`src/rtl/alu_sequencer.sv`:
```
// alu_sequencer: command front-end for the 16-bit ALU.
// Issues one op at a time, waits for fin or settle, returns result.
module alu_sequencer #(
    parameter int ALU_REG_LAT = 2,
    parameter int TIMEOUT     = 64
) (
    input  logic        clk,
    input  logic        rst,
    input  logic        req_valid,
    output logic        req_ready,
    input  logic [3:0]  req_op,
    input  logic [15:0] req_a,
    input  logic [15:0] req_b,
    input  logic        req_sh,
    input  logic [3:0]  req_pos,
    output logic [3:0]  alu_control,
    output logic [15:0] alu_nr1,
    output logic [15:0] alu_nr2,
    output logic        alu_sh,
    output logic [3:0]  alu_pos,
    output logic        alu_bgn,
    input  logic        alu_fin,
    input  logic [31:0] alu_outbus,
    input  logic        alu_carry,
    input  logic        alu_borrow,
    output logic        resp_valid,
    input  logic        resp_ready,
    output logic [31:0] resp_data,
    output logic [1:0]  resp_flags,
    output logic        resp_err
);

    localparam int CMAX = (TIMEOUT > ALU_REG_LAT) ? TIMEOUT : ALU_REG_LAT;
    localparam int CW   = $clog2(CMAX + 1);

    typedef enum logic [2:0] {
        IDLE,
        ISSUE,
        WAIT_FIN,
        SETTLE,
        RESP
    } state_t;

    state_t        state;
    state_t        state_nxt;
    logic [CW-1:0] cnt;
    logic          multi;
    logic          req_bad;
    logic          accept;
    logic          timed_out;
    logic          settle_done;

    // divide/multiply need the start pulse and a fin wait
    assign multi       = (alu_control == 4'd0) || (alu_control == 4'd1);
    assign req_bad     = (req_op > 4'd6) ||
                         ((req_op == 4'd0) && (req_b == 16'd0));
    assign accept      = (state == IDLE) && req_valid;
    assign timed_out   = (cnt == CW'(TIMEOUT));
    assign settle_done = (cnt == CW'(ALU_REG_LAT));

    // state register
    always_ff @(posedge clk or posedge rst) begin
        if (rst) state <= IDLE;
        else     state <= state_nxt;
    end

    // next-state and handshake outputs
    always_comb begin
        state_nxt  = state;
        req_ready  = 1'b0;
        resp_valid = 1'b0;
        alu_bgn    = 1'b0;
        unique case (state)
            IDLE: begin
                req_ready = 1'b1;
                if (req_valid) state_nxt = req_bad ? RESP : ISSUE;
            end
            ISSUE: begin
                alu_bgn   = multi;
                state_nxt = multi ? WAIT_FIN : SETTLE;
            end
            WAIT_FIN: begin
                if (alu_fin)        state_nxt = SETTLE;
                else if (timed_out) state_nxt = RESP;
            end
            SETTLE: begin
                if (settle_done) state_nxt = RESP;
            end
            RESP: begin
                resp_valid = 1'b1;
                if (resp_ready) state_nxt = IDLE;
            end
            default: state_nxt = IDLE;
        endcase
    end

    // per-state cycle counter, 1 on the first cycle of each state
    always_ff @(posedge clk or posedge rst) begin
        if (rst) begin
            cnt <= '0;
        end else if (state_nxt != state) begin
            cnt <= CW'(1);
        end else if (state == WAIT_FIN || state == SETTLE) begin
            cnt <= cnt + CW'(1);
        end
    end

    // request capture; these registers drive the ALU directly
    always_ff @(posedge clk or posedge rst) begin
        if (rst) begin
            alu_control <= '0;
            alu_nr1     <= '0;
            alu_nr2     <= '0;
            alu_sh      <= 1'b0;
            alu_pos     <= '0;
        end else if (accept) begin
            alu_control <= req_op;
            alu_nr1     <= req_a;
            alu_nr2     <= req_b;
            alu_sh      <= req_sh;
            alu_pos     <= req_pos;
        end
    end

    // response capture: error paths zero the payload
    always_ff @(posedge clk or posedge rst) begin
        if (rst) begin
            resp_data  <= '0;
            resp_flags <= '0;
            resp_err   <= 1'b0;
        end else if ((accept && req_bad) ||
                     (state == WAIT_FIN && !alu_fin && timed_out)) begin
            resp_data  <= '0;
            resp_flags <= '0;
            resp_err   <= 1'b1;
        end else if (state == SETTLE && settle_done) begin
            resp_data  <= alu_outbus;
            resp_flags <= {alu_borrow, alu_carry};
            resp_err   <= 1'b0;
        end
    end

endmodule

```
`config.mk`:
```
export PLATFORM = sky130hd
export DESIGN_NAME = alu_sequencer
export DESIGN_NICKNAME = d
export VERILOG_FILES = /design/src/rtl/alu_sequencer.sv
export SDC_FILE = /design/constraint.sdc
export NUM_CORES = 1
export LEC_CHECK = 0
export CORE_ASPECT_RATIO = 2
export CORE_MARGIN = 4
export CORE_UTILIZATION = 35
export CTS_CLUSTER_DIAMETER = 60
export DETAILED_ROUTE_END_ITERATION = 12
export PLACE_DENSITY = 0.8
export SLEW_MARGIN = 20
export SYNTH_ARGS = -nofsm -noshare
export SYNTH_HDL_FRONTEND = slang
export SYNTH_SLANG_ARGS = --single-unit
export TNS_END_PERCENT = 30
```
`constraint.sdc`:
```
create_clock -name clk -period 3.9 [get_ports clk]
set_input_delay 1.17 -clock clk [delete_from_list [all_inputs] [get_ports clk]]
set_output_delay 1.17 -clock clk [all_outputs]
set_load 0.02 [all_outputs]
```
; ---- Word-level counts from Yosys, hierarchy flattened
; Cells that the tools add are included.
[op_classes]
n_lt_le_gt_ge = 1
reduce_logical = 17
add_sub_neg = 1
eq_ne = 8
muxes = 19
[ops]
columns = operator, n
row1 = 32-bit 2-to-1 mux, 2
row2 = 3-bit 2-to-1 mux, 6
row3 = 16-bit logical NOT, 1
row4 = 3-bit one-hot mux with 5 select lines, 1
row5 = 7-bit 2-to-1 mux, 2
row6 = 4-bit logical NOT, 2
row7 = 7-bit by 1-bit adder with 7-bit output (second input constant), 1
row8 = 7-bit by 2-bit equality test with 1-bit output (second input constant), 1
row9 = 7-bit equality test (second input constant), 1
row10 = 3-bit by 2-bit equality test with 1-bit output (second input constant), 2
row11 = 1-bit logical AND, 6
row12 = 1-bit 2-to-1 mux, 6
row13 = 4-bit by 1-bit equality test with 1-bit output (second input constant), 1
row14 = 4-bit by 3-bit > comparator with 1-bit output (second input constant), 1
row15 = 1-bit logical OR, 4
row16 = 2-bit 2-to-1 mux, 2
row17 = 2-bit nonzero test, 2
row18 = 3-bit by 1-bit equality test with 1-bit output (second input constant), 1
row19 = 3-bit equality test (second input constant), 1
row20 = 3-bit logical NOT, 1
row21 = 3-bit != test, 1
row22 = 1-bit logical NOT, 1
[word_totals]
inputBits = 80
ff_bits = 86

; ---- Logic depth before layout (Yosys ltp)
[depth]
depth_word = 8
mapped_depth = 8
depth_no_buf = 7

; ---- Least setup slack after synthesis
; No wires, ideal clock.
[synth_path]
kind = input port to flip-flop
startpoint = input port req_op[2]
endpoint = register cnt[0]
path_slack_ns = 1.231
arrival_time_ns = 2.530
required_time_ns = 3.761
stages = 5
n_path_buf = 0
path_cell_list = a31o_2 -> a32oi_2 -> o21ai_2 -> o31a_1 -> or4_1
[synth_via]
elab_chain_cells = 8
word_cells_on_any_way = 10
cone_classes = order compare (1) / eq/ne (1) / mux (4) / reduce/logical (4)
[synth_lines]
columns = item, line_no
row1 = from (decl), 11  ; input logic [3:0] req_op,
row2 = "parallel branches: the longest is 2 deep, another holds 4-bit by 3-bit > comparator with 1-bit output", --
row3 = 1-bit logical OR *, 55  ; assign req_bad = (req_op > 4'd6) ||
row4 = 3-bit 2-to-1 mux * (2 in series), 76  ; if (req_valid) state_nxt = req_bad ? RESP : ISSUE;
row5 = 3-bit one-hot mux with 5 select lines *, 73  ; unique case (state)
row6 = 3-bit != test *, 101  ; end else if (state_nxt != state) begin
row7 = 7-bit 2-to-1 mux / 2-bit nonzero test (equally long branches), --
row8 = to (signal assigned), 104  ; cnt <= cnt + CW'(1);
row9 = to (decl), 46  ; logic [CW-1:0] cnt;
; Mark *: on every way between the ends.
; A chain may end at the register's enable or synchronous reset.

; ---- Worst setup path in the final report
[layout_path]
startpoint = register state[0]
endpoint = output port alu_bgn
[layout_via]
elab_chain_cells = 2
[layout_lines]
columns = item, line_no
row1 = from (decl), 44  ; state_t state;
row2 = from (signal assigned), 64  ; else state <= state_nxt;
row3 = 3-bit by 1-bit equality test with 1-bit output, 73
row4 = 1-bit 2-to-1 mux, 73
row5 = to (decl), 21  ; output logic alu_bgn,
; Every way passes these cells.

==> impl_results.html <==
<table>
<tr><th>Metric</th><th>Value</th></tr>
<tr><th colspan="2">STA</th></tr>
<tr><td>Unrepaired setup endpoints after global routing</td><td>false</td></tr>
<tr><td>Final critical-path required period</td><td>about 3.3 ns</td></tr>
<tr><td>Final count of pins violating max slew</td><td>0</td></tr>
<tr><td>Total of endpoints with negative setup slack in the final report</td><td>0</td></tr>
<tr><td>Final count of hold timing violations</td><td>0</td></tr>
<tr><td>Worst slew slack as a fraction of its limit</td><td>47.8%</td></tr>
<tr><td>Actual transition at the worst max-transition pin</td><td>between 0.7 and 0.8 ns</td></tr>
<tr><td>Final worst path period share</td><td>84.7%</td></tr>
<tr><td>Setup TNS</td><td>0 ns</td></tr>
<tr><td>Post-route worst setup slack</td><td>0.598 ns</td></tr>
<tr><td>Final setup skew</td><td>between 0.008 and 0.009 ns</td></tr>
<tr><td>Highest Clock Rate</td><td>0.303 GHz</td></tr>
<tr><th colspan="2">Floorplanning</th></tr>
<tr><td>Core region area</td><td>10100 µm²</td></tr>
<tr><td>Number of I/O pins</td><td>159</td></tr>
<tr><td>Die outline width</td><td>80.0 µm</td></tr>
<tr><td>Die area</td><td>12200 µm²</td></tr>
<tr><td>Initial standard-cell utilization of the core</td><td>35.8%</td></tr>
<tr><td>Height of the chip</td><td>152 µm</td></tr>
<tr><td>Num rows</td><td>52</td></tr>
<tr><th colspan="2">Layout</th></tr>
<tr><td>P&amp;R area growth vs syn</td><td>55.1%</td></tr>
<tr><td>Most common library cell in the layout ignoring fill and taps</td><td>sky130_fd_sc_hd__clkdlybuf4s50_1</td></tr>
<tr><td>FILL cells</td><td>913</td></tr>
<tr><td>Post-route standard cell area excluding fillers</td><td>5630 µm²</td></tr>
<tr><td>Fraction of layout cells with a size suffix above 1</td><td>14.8%</td></tr>
<tr><td>Total area of multi-input combinational cells</td><td>1380 µm²</td></tr>
<tr><td>Commonest cells after routing, fill and taps aside</td><td>sky130_fd_sc_hd__clkdlybuf4s50_1 (158), sky130_fd_sc_hd__dfrtp_1 (86), sky130_fd_sc_hd__nand2_1 (74)</td></tr>
<tr><td>Post-layout nets</td><td>557</td></tr>
<tr><td>Diodes inserted</td><td>0</td></tr>
<tr><td>Sequential cell area</td><td>2150 µm²</td></tr>
<tr><th colspan="2">Placed design</th></tr>
<tr><td>Placed wire-length estimate after detailed placement</td><td>7590 µm</td></tr>
<tr><td>Buffers on Ports</td><td>between 150 and 200</td></tr>
<tr><td>Pre-CTS worst setup slack</td><td>0.537 ns</td></tr>
<tr><td>Cell area after placement</td><td>5340 µm²</td></tr>
<tr><td>GPL Wtd Cong</td><td>0.827</td></tr>
<tr><th colspan="2">Min path</th></tr>
<tr><td>Class of the most critical hold timing path</td><td>flip-flop to flip-flop</td></tr>
<tr><td>Hold Path Origin</td><td>resp_err</td></tr>
<tr><th colspan="2">Pwr</th></tr>
<tr><td>Sw Share</td><td>37.0%</td></tr>
<tr><td>Worst IR Drop VDD</td><td>about 0.00047 V</td></tr>
<tr><td>Total power consumption of the routed design</td><td>4.63 mW</td></tr>
<tr><td>Sequential share of power</td><td>34.1%</td></tr>
<tr><td>Static Leakage</td><td>2.31 nW</td></tr>
<tr><td>Combinational fraction of design power</td><td>about half</td></tr>
<tr><td>Total power per unit cell area</td><td>822 nW/µm²</td></tr>
<tr><td>Total internal power</td><td>between 2 and 3 mW</td></tr>
<tr><td>Net switching power of the design</td><td>~1.7 mW</td></tr>
<tr><td>Clock share of power</td><td>17.5%</td></tr>
<tr><th colspan="2">CTS</th></tr>
<tr><td>Hold-fix buffer count after cts</td><td>0</td></tr>
<tr><td>Number of buffers created by CTS</td><td>9</td></tr>
<tr><td>CTS sink cnt</td><td>86</td></tr>
<tr><td>TritonCTS clock tree</td><td>built</td></tr>
<tr><td>Number of setup buffers added after CTS</td><td>0</td></tr>
<tr><td>CTS-repair resized insts</td><td>0</td></tr>
<tr><td>Source-to-sink clock delay at the later pin of the worst-skew pair</td><td>0.33 ns</td></tr>
<tr><td>Maximum clock insertion buffer count</td><td>2</td></tr>
<tr><td>H-Tree Level Count</td><td>3</td></tr>
<tr><td>Clock root buffer</td><td>sky130_fd_sc_hd__clkbuf_16</td></tr>
<tr><td>Clock-pin transition on the worst setup and hold timing paths</td><td>0.06 ns</td></tr>
<tr><th colspan="2">Setup path</th></tr>
<tr><td>Worst setup SP type</td><td>flip-flop</td></tr>
<tr><td>Setup crit start</td><td>state[0]</td></tr>
<tr><td>Arrival time reported for the critical path endpoint</td><td>2.13 ns</td></tr>
<tr><td>Nature of the critical path endpoint</td><td>output port</td></tr>
<tr><td>Critical path class</td><td>flip-flop to output port</td></tr>
<tr><td>Data required, critical path</td><td>2.73 ns</td></tr>
<tr><td>Flop2flop setup slack</td><td>about 1.4 ns</td></tr>
<tr><td>Max FO, Critical Path</td><td>10</td></tr>
<tr><td>Source of the worst register-to-register timing path</td><td>cnt[0]</td></tr>
<tr><th colspan="2">Drt</th></tr>
<tr><td>Number of vias per cell after detailed routing</td><td>4.89</td></tr>
<tr><td>Final Routed Wirelength</td><td>slightly below 10000 µm</td></tr>
<tr><td>Average routed wire per standard cell</td><td>16.1 µm</td></tr>
<tr><td>Via count</td><td>3003</td></tr>
<tr><td>Post-route antenna net violation count</td><td>0</td></tr>
<tr><td>Residual DRC count</td><td>0</td></tr>
<tr><td>DRC marker count from the first detailed-route iteration</td><td>70</td></tr>
<tr><td>Iteration count of the initial detailed-routing pass</td><td>4</td></tr>
<tr><th colspan="2">Synthesis</th></tr>
<tr><td>Cell type with the largest total area after synthesis</td><td>sky130_fd_sc_hd__dfrtp_1</td></tr>
<tr><td>Post-synthesis sequential element count</td><td>between 80 and 90</td></tr>
<tr><td>Number of distinct standard cells referenced by the synthesized netlist</td><td>42</td></tr>
<tr><td>Post-synthesis sequential area ratio</td><td>59.3%</td></tr>
<tr><td>Post-synth EDFFs</td><td>0</td></tr>
<tr><td>Synthesis Warnings</td><td>0</td></tr>
<tr><td>Syn_area_per_cell</td><td>11.4 µm²</td></tr>
<tr><td>Cells after synthesis</td><td>318</td></tr>
<tr><td>Share of the synthesized area in the top cell type</td><td>59.3%</td></tr>
<tr><td>Synthesized area</td><td>3630 µm²</td></tr>
<tr><td>Synthesized Nets</td><td>401</td></tr>
<tr><td>Primary flip-flop cell chosen by synthesis mapping</td><td>sky130_fd_sc_hd__dfrtp_1</td></tr>
<tr><td>Cells taking the most area after synthesis</td><td>sky130_fd_sc_hd__dfrtp_1 (59%), sky130_fd_sc_hd__mux2_2 (13%), sky130_fd_sc_hd__nand2_1 (7.7%), sky130_fd_sc_hd__a21oi_1 (5.0%), sky130_fd_sc_hd__nor4_1 (1.4%)</td></tr>
<tr><td>Async set or reset register ratio after synthesis</td><td>100%</td></tr>
<tr><th colspan="2">Global route</th></tr>
<tr><td>Largest net degree at the start of global routing</td><td>46</td></tr>
<tr><td>Total global routing overflow</td><td>0</td></tr>
<tr><td>Wire length of the first global-routing pass</td><td>roughly 16000 µm</td></tr>
<tr><td>Overall fraction of global-route tracks in use</td><td>17.0%</td></tr>
<tr><td>Vias in the first global route</td><td>approximately 3400</td></tr>
<tr><td>Antenna violations before repair</td><td>0</td></tr>
<tr><th colspan="2">Job</th></tr>
<tr><td>Number of max-cap violations</td><td>0</td></tr>
<tr><th colspan="2">Outcome</th></tr>
<tr><td>Outcome</td><td>finished, final reports clean</td></tr>
</table>
==> worst max-delay path: stages (launching register included) <==
cell	delay (ns)
sky130_fd_sc_hd__dfrtp_1	0.56
sky130_fd_sc_hd__or3b_2	0.51
sky130_fd_sc_hd__nor2_1	0.10
sky130_fd_sc_hd__clkdlybuf4s50_1	0.63
==> metal layers <==
layer	global-route usage [%]	part of all wire (%)	wire length, µm	vias to the layer above
met5	0	0	0	-
met4	7.17	3.2	317	0
met3	5.15	6.9	683	25
met2	32.2	56	5570	126
met1	16.1	33	3290	1438
li1	-	-	-	1414
==> stage by stage <==
step	util, %	instances	hold slack (ns)
6_report	55.4	614	0.481
5_1_grt	55.4	614	0.495
4_1_cts	55.4	614	0.489
3_5_place_dp	52.7	598	0.469
3_3_place_gp	52.6	598	0.466
2_1_floorplan	-	318	0.547
==> power by group through the flow <==
stage / Sequential (mW) / Clock (mW) / Combinational, mW
global placement: 1.57 / 0 / 2.22
global route: 1.65 / 0.877 / 2.40
detailed placement: 1.60 / 0 / 2.26
floorplan: 2.06 / 0 / 0.716
finish: 1.58 / 0.809 / 2.24
CTS: 1.58 / 0.836 / 2.27
==> state kept, by name, indices dropped and copies added (netlist names) <==
register and count:
alu_control 4, alu_nr1 16, alu_nr2 16, alu_pos 4, alu_sh 1, cnt 7, resp_data 32, resp_err 1
resp_flags 2, state 3
==> cell type report <==
class                   count  area share (%)
multi-input cells         210            24.4
inverters                   4           0.289
well taps                 135            3.00
flip-flops and latches     86            38.2
repair buffers            163            29.0
clock inverters             5           0.734
clock buffers              11            4.31
==> logic make-up after synthesis <==
kind of cell	count (synthesis)	synth area share [%]
muxes	41	12.7
and+or+nand+nor	110	14.5
DFF	86	59.3
adders and majority gates	3	1.03
AOI/OAI and AO/OA	52	8.65
buffers and inverters	22	2.86
xor gates and xnor gates	4	0.965
==> final timing paths <==
check,endpoint,depth (start not counted)
min in group asynchronous,resp_data[4],2
worst min register to register,resp_err,1
worst max register to register,cnt[6],6
worst min-delay path,resp_err,1
max in group asynchronous,alu_nr2[13],3
worst max-delay path,alu_bgn,3
==> Yosys cell counts (all sizes together), types with 2 or more instances <==
| cell | count |
|---|---|
| clkbuf | 13 |
| nand2 | 74 |
| mux2 | 41 |
| ha | 3 |
| nor2 | 6 |
| or3 | 3 |
| nand3 | 3 |
| dfrtp | 86 |
| inv | 4 |
| buf | 5 |
| nand4 | 2 |
| o21ai | 4 |
| xor2 | 3 |
| nor2b | 2 |
| a2111oi | 3 |
| nor4 | 9 |
| nor3 | 2 |
| o21a | 2 |
| a21oi | 36 |
Power figures use the tool's default switching activity.
